File: config.mk
export PLATFORM = sky130hd
export DESIGN_NAME = seq_deser
export DESIGN_NICKNAME = d
export VERILOG_FILES = /design/src/rtl/seq_deser.sv
export SDC_FILE = /design/constraint.sdc
export NUM_CORES = 1
export LEC_CHECK = 0
export BUFFER_PORTS_ARGS = -buffer_cell sky130_fd_sc_hd__buf_4
export CAP_MARGIN = 20
export CORE_AREA = 5 5 99 64
export DETAILED_ROUTE_END_ITERATION = 10
export DIE_AREA = 0 0 104 69
export PLACE_DENSITY = 0.65
export SLEW_MARGIN = 30
export SYNTH_ARGS = -nofsm -noshare
export SYNTH_HDL_FRONTEND = slang
export SYNTH_SLANG_ARGS = --single-unit
File: constraint.sdc
create_clock -name clk -period 3.2 [get_ports clk]
set_input_delay 0.16 -clock clk [delete_from_list [all_inputs] [get_ports clk]]
set_output_delay 0.16 -clock clk [all_outputs]
set_load 0.01 [all_outputs]
File: src/rtl/seq_deser.sv
// Serial-to-parallel receiver: hunts for a framing header, then assembles a payload word MSB first.
// Optional even-parity trailer bit is enabled by defining PARITY_EN.
module seq_deser #(
    parameter int                HDR_W  = 5,
    parameter logic [HDR_W-1:0]  HDR    = 5'b10110,
    parameter int                DATA_W = 16,
    parameter int                CNT_W  = 8
) (
    input  logic              clk,
    input  logic              rst_n,
    input  logic              seq_bit,
    input  logic              bit_vld,
    output logic [DATA_W-1:0] data,
    output logic              data_vld,
    output logic              par_err,
    output logic [CNT_W-1:0]  frame_cnt,
    output logic [2:0]        state
);

    localparam int FILL_W = $clog2(HDR_W + 1);
    localparam int BCNT_W = $clog2(DATA_W + 1);

    typedef enum logic [2:0] {
        ST_HUNT = 3'd0,
        ST_RECV = 3'd1,
        ST_PAR  = 3'd2
    } state_t;

`ifdef PARITY_EN
    // True when payload plus parity bit carries an even number of ones.
    function automatic logic even_par_ok(input logic [DATA_W-1:0] w, input logic p);
        return ~((^w) ^ p);
    endfunction
`endif

    state_t              state_r,     state_s;
    logic [HDR_W-1:0]    hdr_r,       hdr_s;
    logic [FILL_W-1:0]   fill_r,      fill_s;
    logic [BCNT_W-1:0]   bcnt_r,      bcnt_s;
    logic [DATA_W-1:0]   word_r,      word_s;
    logic [DATA_W-1:0]   data_r,      data_s;
    logic                data_vld_r,  data_vld_s;
    logic                par_err_r,   par_err_s;
    logic [CNT_W-1:0]    cnt_r,       cnt_s;
    logic [HDR_W-1:0]    hdr_cand_s;

    // Header window as it would look with the current bit appended.
    assign hdr_cand_s = {hdr_r[HDR_W-2:0], seq_bit};

    // Next-state, datapath and strobe computation.
    always_comb begin
        state_s    = state_r;
        hdr_s      = hdr_r;
        fill_s     = fill_r;
        bcnt_s     = bcnt_r;
        word_s     = word_r;
        data_s     = data_r;
        data_vld_s = 1'b0;
        par_err_s  = 1'b0;
        cnt_s      = cnt_r;
        if (bit_vld) begin
            case (state_r)
                ST_HUNT: begin
                    if ((fill_r >= FILL_W'(HDR_W - 1)) && (hdr_cand_s == HDR)) begin
                        // Window clears here so payload bits never feed the next hunt.
                        state_s = ST_RECV;
                        bcnt_s  = '0;
                        hdr_s   = '0;
                        fill_s  = '0;
                    end else begin
                        hdr_s = hdr_cand_s;
                        if (fill_r < FILL_W'(HDR_W)) begin
                            fill_s = fill_r + FILL_W'(1);
                        end else begin
                            fill_s = fill_r;
                        end
                    end
                end
                ST_RECV: begin
                    word_s = {word_r[DATA_W-2:0], seq_bit};
                    if (bcnt_r == BCNT_W'(DATA_W - 1)) begin
`ifdef PARITY_EN
                        state_s = ST_PAR;
`else
                        data_s     = word_s;
                        data_vld_s = 1'b1;
                        cnt_s      = cnt_r + CNT_W'(1);
                        state_s    = ST_HUNT;
`endif
                    end else begin
                        bcnt_s = bcnt_r + BCNT_W'(1);
                    end
                end
`ifdef PARITY_EN
                ST_PAR: begin
                    state_s = ST_HUNT;
                    if (even_par_ok(word_r, seq_bit)) begin
                        data_s     = word_r;
                        data_vld_s = 1'b1;
                        cnt_s      = cnt_r + CNT_W'(1);
                    end else begin
                        par_err_s = 1'b1;
                    end
                end
`endif
                default: begin
                    state_s = ST_HUNT;
                    hdr_s   = '0;
                    fill_s  = '0;
                end
            endcase
        end else begin
            state_s = state_r;
        end
    end

    // State and output registers.
    always_ff @(posedge clk or negedge rst_n) begin
        if (!rst_n) begin
            state_r    <= ST_HUNT;
            hdr_r      <= '0;
            fill_r     <= '0;
            bcnt_r     <= '0;
            word_r     <= '0;
            data_r     <= '0;
            data_vld_r <= 1'b0;
            par_err_r  <= 1'b0;
            cnt_r      <= '0;
        end else begin
            state_r    <= state_s;
            hdr_r      <= hdr_s;
            fill_r     <= fill_s;
            bcnt_r     <= bcnt_s;
            word_r     <= word_s;
            data_r     <= data_s;
            data_vld_r <= data_vld_s;
            par_err_r  <= par_err_s;
            cnt_r      <= cnt_s;
        end
    end

    assign data      = data_r;
    assign data_vld  = data_vld_r;
    assign par_err   = par_err_r;
    assign frame_cnt = cnt_r;
    assign state     = state_r;

endmodule

# ---- Word level (Yosys, flattened, before mapping)
# Cells that the tools add are included.
dict set report totals {
  reg_bits 55
  latchBits 0
  mem_bits_rw 0
  romBits 0
  input_bits 4
  out_inout_bits 29
  wordCells 44
  memories 0
}
dict set report classes {
  add_sub_neg 3
  n_mul 0
  n_div 0
  n_lt_le_gt_ge 2
  n_eq_ne 7
  shift 0
  muxes 14
  n_bitwise 1
  reduce_logical 9
}
# cell count
set op_table {}
lappend op_table {{two-way mux 3 bit} 4}
lappend op_table {{case mux 3 bit (2 select lines)} 2}
lappend op_table {{two-way mux 5 bit} 2}
lappend op_table {{case mux 5 bit (2 select lines)} 1}
lappend op_table {{AND reduction 3 bit} 3}
lappend op_table {{adder 8 x 1 -> 8 bit, second input constant} 1}
lappend op_table {{case mux 4 bit (2 select lines)} 1}
lappend op_table {{inequality test 2 bit, second input constant} 3}
lappend op_table {{adder 5 x 1 -> 5 bit, second input constant} 1}
lappend op_table {{== test 5 x 4 -> 1 bit, second input constant} 1}
lappend op_table {{== test 5 bit, second input constant} 1}
lappend op_table {{two-way mux 4 bit} 1}
lappend op_table {{AND reduction 2 bit} 2}
lappend op_table {{AND reduction 4 bit} 1}
lappend op_table {{adder 3 x 1 -> 3 bit, second input constant} 1}
lappend op_table {{== test 3 x 1 -> 1 bit, second input constant} 1}
lappend op_table {{greater-or-equal comparator 3 bit, second input constant} 1}
lappend op_table {{zero test 3 bit} 1}
lappend op_table {{less-than comparator 3 bit, second input constant} 1}
lappend op_table {{two-way mux 1 bit} 3}
lappend op_table {{inequality test 3 bit, second input constant} 1}
lappend op_table {{nonzero test 2 bit} 1}
lappend op_table {{logical AND 1 bit} 1}
lappend op_table {{NOT 1 bit} 1}

# ---- Logic depth before layout (Yosys ltp)
# Gate-level depths: netlist of run 1.
dict set report logic_depth {
  depth_word 4
  depth_mapped 8
  depth_no_buf 7
}

# ---- Worst setup path before layout of run 1
# OpenSTA, ideal clock, no wires.
dict set report synth_timing {
  path_type {register to register}
  from {register bcnt_r[0]}
  to {register bcnt_r[3]}
  setup_ns 0.138
  arrival_time_ns 1.555
  t_required_ns 3.062
  path_slack_ns 1.506
  stages_incl_launch_ff 8
  n_path_buf 1
  period_less_slack_ns 1.694
  cell_sequence {dfrtp_1 -> ha_1 -> and3_1 -> ha_1 -> buf_2 -> nand4b_1 -> mux2i_1 -> o221ai_1}
}
dict set report synth_via {
  elab_chain_cells 3
  elab_cells_between_ends 6
  cone_classes {add/sub: 1; eq/ne: 2; mux: 2; reduce/logical: 1}
}
# item line
set synth_lines {}
lappend synth_lines {{start, declared} 39} ;# logic [BCNT_W-1:0] bcnt_r, bcnt_s;
lappend synth_lines {{start signal, assigned} 133} ;# bcnt_r <= bcnt_s;
lappend synth_lines {{adder 5 x 1 -> 5 bit or == test 5 x 4 -> 1 bit (tied branches)} {91, 81}}
lappend synth_lines {{two-way mux 5 bit or inequality test 2 bit (tied branches)} --}
lappend synth_lines {{case mux 5 bit (2 select lines) or AND reduction 4 bit (tied branches)} --}
# Several ways; a longest one is shown, not always the timed one. The select of a mux whose other input is x is not followed.
# A chain may end at the register's enable or synchronous reset.

# ---- Worst setup path after layout of run 1
dict set report layout_timing {
  from {register bcnt_r[0]}
  to {register cnt_r[6], in the netlist frame_cnt[6]}
}
dict set report layout_via {
  elab_chain_cells 2
}
# item line
set layout_lines {}
lappend layout_lines {{== test 5 x 4 -> 1 bit} 81} ;# if (bcnt_r == BCNT_W'(DATA_W - 1)) begin
lappend layout_lines {{AND reduction 3 bit (no line)} --}
lappend layout_lines {{end signal, assigned} 138} ;# cnt_r <= cnt_s;
lappend layout_lines {{end, declared} 44} ;# logic [CNT_W-1:0] cnt_r, cnt_s;
# Every way passes these cells.

==> metrics, run 1 <==
status=complete, no violations; Hold Path Class=in2reg; vias per cell=about 4.9; TritonRoute pass-1 iters=4; GRT Overall Usage=between 10% and 20%; mapped cell area=2380 um2; WP data required=3.39 ns; instance count of the mapped netlist=around 220; port bufs=29; WL final=around 4300 um; die height=approximately 69 um; Final HPWL DP=around 3000 um; clock slew at reported path FFs=approximately 0.090 ns; fin crit period=2.25 ns; placed cell areas=approximately 2600 um2; Tcrit/Tclk final=between 70% and 80%; Max transition margin=about 56%; Max-cap violations=0; Layout fillers=530; register area share after synthesis=55.7%; setup bufs post-CTS=0; CTS H-tree depth=2; vias=roughly 1500; clk_lat worst skew=0.29 ns; ANT cells=0; maximum fanout along the worst path=22; Std-Cell Rows=21; DRC violations left=0; DIE AREA=7180 um2; Num CTS Buffers=5; Layout area overhead=14.0%; Worst VDD drop=303 uV; hold-fix buffers at CTS=1; final-report hold violation count=0; Leak=approximately 1.4 nW; synth warn=0; Worst EP arrival=between 2 and 2.5 ns; first-pass GRT wire length=between 7000 and 8000 um; FF-to-FF path depth=8; pre-CTS setup slack=approximately 0.93 ns; CTS tree=done; io pins=33; core region area=approximately 5400 um2; layout cells sized above 1=about a quarter; CP startpoint kind=flip-flop; Die X=approximately 100 um; final setup TNS=0 ns; Min-Delay Path Depth=3; root buf cell=clkbuf_8; largest net degree at the start of global routing=between 50 and 60; Yosys cell types=46; crit path capture type=flip-flop; Mapped Avg Cell Area=11.0 um2; max-slew violations=0; RSZ-0062 raised after global routing=no; clk sink count=53; initial core utilization=roughly 44%; Most used DFF post-synth=dfrtp_1; Placer Congestion=~0.76; final setup vio count=0; P per Cell Area=approximately 610 nW/um2; post-CTS sizing=0; clock skew=roughly 0.0055 ns; initial antenna violation count=0; multi-input logic area=~960 um2; Final ANT Viol Nets=0; Final Util=~50%; total global routing overflow=0; Worst-Margin Slew=0.662 ns; Setup CP Type=reg2reg; Initial DRC Count=71; routed len/inst=~14 um; Post-synth EDFFs=0; Worst Setup Slack, final=between 0.9 and 1 ns; Final nets=255; FF+latch area=1330 um2; synthesis-stage register bit count=between 50 and 60; Bufs on Longest Clock Path=2; vias in the first global route=around 1600; Synth async-reset ratio=between 90% and 100%; fmax=roughly 440 MHz; final instance area=about 2700 um2
==> path summary, 6_finish.rpt <==
path                            startpoint            to  slack, ns
worst max-delay path             bcnt_r[0]  frame_cnt[6]       0.95
worst min-delay path               seq_bit      hdr_r[0]       0.08
worst max register to register   bcnt_r[0]  frame_cnt[6]       0.95
worst min register to register  word_r[14]      data[15]       0.48
max in group asynchronous            rst_n  frame_cnt[7]       2.32
min in group asynchronous            rst_n     fill_r[0]       0.43
==> layout make-up <==
cell class,instances,share of cell area [%]
flip-flops and latches,53,48.9
multi-input cells,150,35.2
repair buffers,31,8.67
well taps,69,3.18
clock buffers,6,3.04
inverters,5,0.692
clock inverters,1,0.277
==> worst max-delay path, cell delays in order, from the launching register on <==
cell,delay [ns]
dfrtp_1,0.43
ha_1,0.20
and3_1,0.16
ha_1,0.38
nand3_2,0.11
buf_4,0.23
inv_2,0.32
nand4_1,0.16
xnor2_1,0.15
==> state kept, by name (all words and copies together) (netlist names) <==
register	count
data	16
word_r	15
hdr_r	4
frame_cnt	8
state	1
data_vld	1
bcnt_r	5
fill_r	3
==> power by group <==
part	internal [mW]	total (mW)	leakage (nW)	switching (mW)
Sequential	0.770	0.875	0.693	0.105
Clock	0.171	0.374	0.0433	0.202
Combinational	0.204	0.418	0.708	0.214
Total	1.14	1.67	1.44	0.521
==> cells in the mapped netlist, types with 2 or more instances <==
library cell,count,area [um2]
nand2_1,68,255
dfrtp_1,53,1330
mux2_2,15,169
a21oi_1,9,45.0
nand2b_1,6,37.5
ha_1,5,62.6
buf_4,4,30.0
o221ai_1,4,35.0
buf_2,3,15.0
inv_1,3,11.3
nor2_1,3,11.3
xnor2_1,3,26.3
xor2_1,3,26.3
and3_1,2,12.5
buf_6,2,22.5
nand4_1,2,12.5
nor3_1,2,10.0
o22ai_1,2,12.5
==> cell families (layout without fill, tap and decap cells) <==
logic type	after synthesis	count (layout)	synth area share, %
flops	53	53	55.7
xor+xnor	7	7	2.89
compound gates	21	21	6.05
mux	16	16	7.52
other cells	1	3	0.158
buf+inv	16	43	4.42
simple gates	98	98	20.6
fa+ha+maj	5	5	2.63
==> metrics by stage <==
step           power [mW]  hold slack (ns)  cells
2_1_floorplan        1.19           -0.136    219
3_3_place_gp         1.30            0.240    307
3_5_place_dp         1.31            0.239    307
4_1_cts              1.69           0.0669    315
5_1_grt              1.78           0.0653    315
6_report             1.67           0.0791    315
==> metal layers <==
layer / vias to the layer above / global-route usage [%] / part of all wire [%]
met2: 18 / 18.9 / 44
met5: - / 0 / 0
li1: 778 / - / -
met3: 2 / 3.26 / 3.6
met1: 744 / 18.1 / 52
met4: 0 / 3.88 / 0.79
==> cells in the final DEF, fill, tap and decap left out, drive strengths merged, types with 3 or more instances in the layout <==
cell / n
o221ai: 5
dfrtp: 53
mux2: 15
nand4: 3
buf: 30
nor2: 4
nand2b: 7
nand2: 69
inv: 4
clkbuf: 6
ha: 5
xnor2: 4
xor2: 3
a21oi: 9
conb: 3
(Power assumes the default switching activity.)
==> run 2: changes to the inputs <==
clock period = 2.31 ns   (was 3.2 ns; I/O delays follow)
==> metrics, run 2 (synthesized netlist as in run 1, its figures left out) <==
RSZ-0062 raised after global routing=no (unchanged); Final HPWL DP=3080 um (was 2940 um); Hold Path Class=in2reg (unchanged); vias per cell=5.00 (was 4.90); crit path capture type=flip-flop (unchanged); CTS H-tree depth=2 (unchanged); die height=69 um (unchanged); Final ANT Viol Nets=0 (unchanged); GRT Overall Usage=12.9% (was 12.7%); fmax=550 MHz (was 445 MHz); clock slew at reported path FFs=0.10 ns (was 0.09 ns); CP startpoint kind=flip-flop (unchanged); reg2reg end=bcnt_r[2] (was frame_cnt[6]); root buf cell=clkbuf_8 (unchanged); DIE AREA=7180 um2 (unchanged); layout cells sized above 1=26.6% (was 26.0%); most common cell after layout, fill and taps aside=nand2_1 (unchanged); Final nets=256 (was 255); first-pass GRT wire length=7780 um (was 7580 um); Leak=1.45 nW (was 1.44 nW); Die X=104 um (unchanged); Tcrit/Tclk final=78.7% (was 70.3%); vias=1585 (was 1542); Std-Cell Rows=21 (unchanged); Largest register FFs=16 (unchanged); largest net degree at the start of global routing=54 (unchanged); core region area=5360 um2 (unchanged); global-route track usage on met3=3.26% (unchanged); initial antenna violation count=0 (unchanged); final-report hold violation count=0 (unchanged); WP data required=2.54 ns (was 3.39 ns); Setup CP Type=reg2reg (unchanged); leading cell types in the layout, fill and taps excluded=68 x nand2_1, 53 x dfrtp_1, 31 x buf_4, 15 x mux2_2, 9 x a21oi_1 (was 68 x nand2_1, 53 x dfrtp_1, 30 x buf_4, 15 x mux2_2, 9 x a21oi_1); final setup vio count=0 (unchanged); CTS tree=done (unchanged); FF-to-FF setup slack=0.49 ns (was 0.95 ns); Max-cap violations=0 (unchanged); worst hold start=seq_bit (unchanged); Bufs on Longest Clock Path=2 (unchanged); Tot Pwr=2.34 mW (was 1.67 mW); Min-Delay Path Depth=3 (unchanged); Layout area overhead=14.5% (was 14.0%); initial core utilization=44.4% (unchanged); Worst-Margin Slew=0.660 ns (was 0.662 ns); post-CTS sizing=0 (unchanged); WL final=4370 um (was 4290 um); Reg2Reg Launch Point=bcnt_r[0] (unchanged); ANT cells=0 (unchanged); Worst EP arrival=2.04 ns (was 2.44 ns); Num CTS Buffers=5 (unchanged); Initial DRC Count=70 (was 71); met2 GRT Util=19.5% (was 18.9%); P per Cell Area=858 nW/um2 (was 614 nW/um2); max-slew violations=0 (unchanged); final setup TNS=0 ns (unchanged); status=complete, no violations (unchanged); maximum fanout along the worst path=10 (was 22); routed len/inst=13.8 um (was 13.6 um); Worst VDD drop=499 uV (was 303 uV); total global routing overflow=0 (unchanged); Placer Congestion=0.729 (was 0.755); setup bufs post-CTS=0 (unchanged); TritonRoute pass-1 iters=4 (unchanged); io pins=33 (unchanged); hold-fix buffers at CTS=1 (unchanged); vias in the first global route=1648 (was 1588); worst-case hold path end point=hdr_r[0] (unchanged); DRC violations left=0 (unchanged); met1 usage=18.2% (was 18.1%); clk sink count=53 (unchanged); fin crit period=1.82 ns (was 2.25 ns); GR peak layer=met2 (unchanged); port bufs=29 (unchanged); FF-to-FF path depth=7 (was 8); clk_lat worst skew=0.31 ns (was 0.29 ns); clock skew=0.00842 ns (was 0.00548 ns); Max transition margin=56.0% (was 55.9%)
-- run 2: cell types whose count changed in the layout (fill, tap and decap cells not counted), sizes merged --
cell / previous run / this run
inv: 4 / 5
clkbuf: 6 / 5
clkinvlp: 1 / 2
buf: 30 / 31
-- run 2: power breakdown --
| part | switching [mW] | leakage [nW] | total, mW | internal, mW |
|---|---|---|---|---|
| Combinational | 0.296 | 0.713 | 0.585 | 0.289 |
| Clock | 0.316 | 0.0423 | 0.537 | 0.221 |
| Sequential | 0.150 | 0.693 | 1.22 | 1.07 |
-- run 2: layout make-up --
cell class	instances	area, um2
fill	510	2640
sequential	53	1330
multi-input combinational	150	956
timing repair buffer	32	243
tap	69	86.3
clock buffer	5	68.8
clock inverter	3	26.3
inverter	5	18.8
-- run 2: metal layers --
| layer | vias to the layer above | share of wire (%) |
|---|---|---|
| met2 | 25 | 44 |
| li1 | 784 | - |
| met4 | 0 | 1.0 |
| met3 | 4 | 3.4 |
| met1 | 772 | 51 |
| met5 | - | 0 |
-- run 2: critical path, stage by stage, from the launching register on --
cell and delay (ns):
dfrtp_1 0.45, ha_1 0.24, and3_1 0.15, ha_1 0.19, buf_4 0.17, nor4bb_1 0.30
a21oi_1 0.07, o221ai_1 0.17
-- run 2: worst max-delay path by stage --
stage / cells after the start / slack (ns) / endpoint / start
CTS: 7 / 0.48 / bcnt_r[2] / bcnt_r[0]
floorplan: 7 / 0.62 / bcnt_r[3] / bcnt_r[0]
finish: 7 / 0.49 / bcnt_r[2] / bcnt_r[0]
global route: 7 / 0.37 / frame_cnt[7] / bcnt_r[0]
global placement: 7 / 0.55 / bcnt_r[3] / bcnt_r[0]
detailed placement: 7 / 0.48 / bcnt_r[2] / bcnt_r[0]
-- run 2: per-stage QoR --
stage	cells	utilization [%]	worst slack, ns	cell area [um2]	hold WS (ns)
6_report	317	50.8	0.492	2730	0.0420
2_1_floorplan	219	-	0.616	2390	-0.180
4_1_cts	317	50.8	0.478	2730	0.0355
5_1_grt	317	50.8	0.369	2730	0.0472
3_5_place_dp	308	48.9	0.482	2620	0.193
3_3_place_gp	308	48.9	0.554	2620	0.196
==> run 3: changes to the inputs <==
clock period = 1.8 ns   (was 2.31 ns; I/O delays follow)
==> metrics, run 3 (synthesized netlist as in run 1, its figures left out) <==
clk_lat worst skew=0.30 ns (was 0.31 ns); Worst EP arrival=1.83 ns (was 2.04 ns); CP max-delay cell=dfrtp_1 (unchanged); routed len/inst=13.3 um (was 13.8 um); met2 GRT Util=19.1% (was 19.5%); max-slew violations=0 (unchanged); crit path capture type=flip-flop (unchanged); initial antenna violation count=0 (unchanged); WHS=0.0124 ns (was 0.0420 ns); clock skew=0.00328 ns (was 0.00842 ns); clk sink count=53 (unchanged); core region area=5360 um2 (unchanged); most common cell after layout, fill and taps aside=nand2_1 (unchanged); ANT cells=0 (unchanged); WL final=4280 um (was 4370 um); global-route track usage on met3=3.17% (was 3.26%); CP startpoint kind=flip-flop (unchanged); Worst Setup Slack, final=0.147 ns (was 0.492 ns); initial core utilization=44.4% (unchanged); Std-Cell Rows=21 (unchanged); CTS H-tree depth=2 (unchanged); DRC violations left=0 (unchanged); Most Frequent Cell on Critical Path=ha_2 (was ha_1); fin crit period=1.65 ns (was 1.82 ns); fmax=605 MHz (was 550 MHz); leading cell types in the layout, fill and taps excluded=68 x nand2_1, 53 x dfrtp_1, 34 x buf_4, 15 x mux2_2, 9 x a21oi_1 (was 68 x nand2_1, 53 x dfrtp_1, 31 x buf_4, 15 x mux2_2, 9 x a21oi_1); CP bufs+invs=1 (unchanged); maximum fanout along the worst path=10 (unchanged); Final ANT Viol Nets=0 (unchanged); io pins=33 (unchanged); Hold Path Class=in2reg (unchanged); final-report hold violation count=0 (unchanged); worst hold start=seq_bit (unchanged); critical path's largest stage delay=0.39 ns (was 0.45 ns); multi-input logic area=961 um2 (was 956 um2); P per Cell Area=1120 nW/um2 (was 858 nW/um2); Die X=104 um (unchanged); Layout fillers=497 (was 510); status=complete, no violations (unchanged); total global routing overflow=0 (unchanged); final setup TNS=0 ns (unchanged); Placer Congestion=0.783 (was 0.729); Layout area overhead=17.5% (was 14.5%); Num CTS Buffers=5 (unchanged); CTS tree=done (unchanged); die height=69 um (unchanged); Final nets=261 (was 256); Max transition margin=55.6% (was 56.0%); worst-path cell chain=ha_2 > and3_1 > ha_2 > buf_6 > nand4b_1 > mux2i_1 > o221ai_1 (was ha_1 > and3_1 > ha_1 > buf_4 > nor4bb_1 > a21oi_1 > o221ai_1); port bufs=29 (unchanged); clock slew at reported path FFs=0.09 ns (was 0.10 ns); TritonRoute pass-1 iters=4 (unchanged); largest net degree at the start of global routing=54 (unchanged); layout cells sized above 1=28.6% (was 26.6%); GRT Overall Usage=12.8% (was 12.9%); Setup CP Type=reg2reg (unchanged); Bufs on Longest Clock Path=2 (unchanged); Initial DRC Count=67 (was 70); RSZ-0062 raised after global routing=no (unchanged); setup bufs post-CTS=0 (unchanged); Leak=1.48 nW (was 1.45 nW); Final HPWL DP=3030 um (was 3080 um); vias per cell=4.95 (was 5.00); final setup vio count=0 (unchanged); Setup crit start=bcnt_r[0] (unchanged); vias in the first global route=1588 (was 1648); met1 usage=18.3% (was 18.2%); Largest register FFs=16 (unchanged); Worst-Margin Slew=0.667 ns (was 0.660 ns); GR peak layer=met2 (unchanged); Tcrit/Tclk final=91.8% (was 78.7%); non-filler cells, final=321 (was 317); Max-cap violations=0 (unchanged); FF+latch area=1330 um2 (unchanged); root buf cell=clkbuf_8 (unchanged); WP data required=1.97 ns (was 2.54 ns); first-pass GRT wire length=7630 um (was 7780 um); Worst VDD drop=395 uV (was 499 uV); Reg2Reg Launch Point=bcnt_r[0] (unchanged); DIE AREA=7180 um2 (unchanged); CP top delay family=flip-flops (unchanged); vias=1590 (was 1585); pre-CTS setup slack=0.0624 ns (was 0.482 ns); Inst Count DP=313 (was 308)
run 3: tightest hold or removal path: cells and delay by family:
kind                   cells  cell delay, ns
buffers and inverters      1            0.10
and+or+nand+nor            2            0.09
run 3: cell type report:
cell class	count	area share, %
flip-flops and latches	53	47.4
multi-input cells	150	34.4
repair buffers	37	10.6
well taps	69	3.09
clock buffers	5	2.46
clock inverters	2	1.25
inverters	5	0.761
run 3: final timing paths:
path | slack (ns) | cells after the start | to
worst max-delay path | 0.15 | 7 | bcnt_r[3]
worst min register to register | 0.47 | 2 | data[15]
max in group asynchronous | 0.99 | 2 | fill_r[2]
worst min-delay path | 0.01 | 3 | hdr_r[0]
worst max register to register | 0.15 | 7 | bcnt_r[3]
min in group asynchronous | 0.36 | 2 | data[0]
run 3: where the power goes:
| part | switching, mW | internal (mW) |
|---|---|---|
| Sequential | 0.170 | 1.37 |
| Clock | 0.371 | 0.405 |
| Combinational | 0.413 | 0.410 |
run 3: per-layer routing:
layer,vias to the layer above,wire (um)
met5,-,0
met3,5,168
met4,0,50
li1,794,-
met1,766,2260
met2,25,1790
run 3: through the flow:
stage	instance area, um2	utilization [%]	power [mW]
3_5_place_dp	2670	49.8	2.37
5_1_grt	2800	52.1	3.34
3_3_place_gp	2670	49.8	2.34
2_1_floorplan	2390	-	2.12
4_1_cts	2780	51.9	3.16
6_report	2800	52.1	3.14
run 3: what timing repair did:
item                                    4_1_cts  5_1_grt
gates resized for setup                       0        4
endpoints found under the setup margin        0        4
endpoints found under the hold margin        53        0
hold buffers                                  1        0
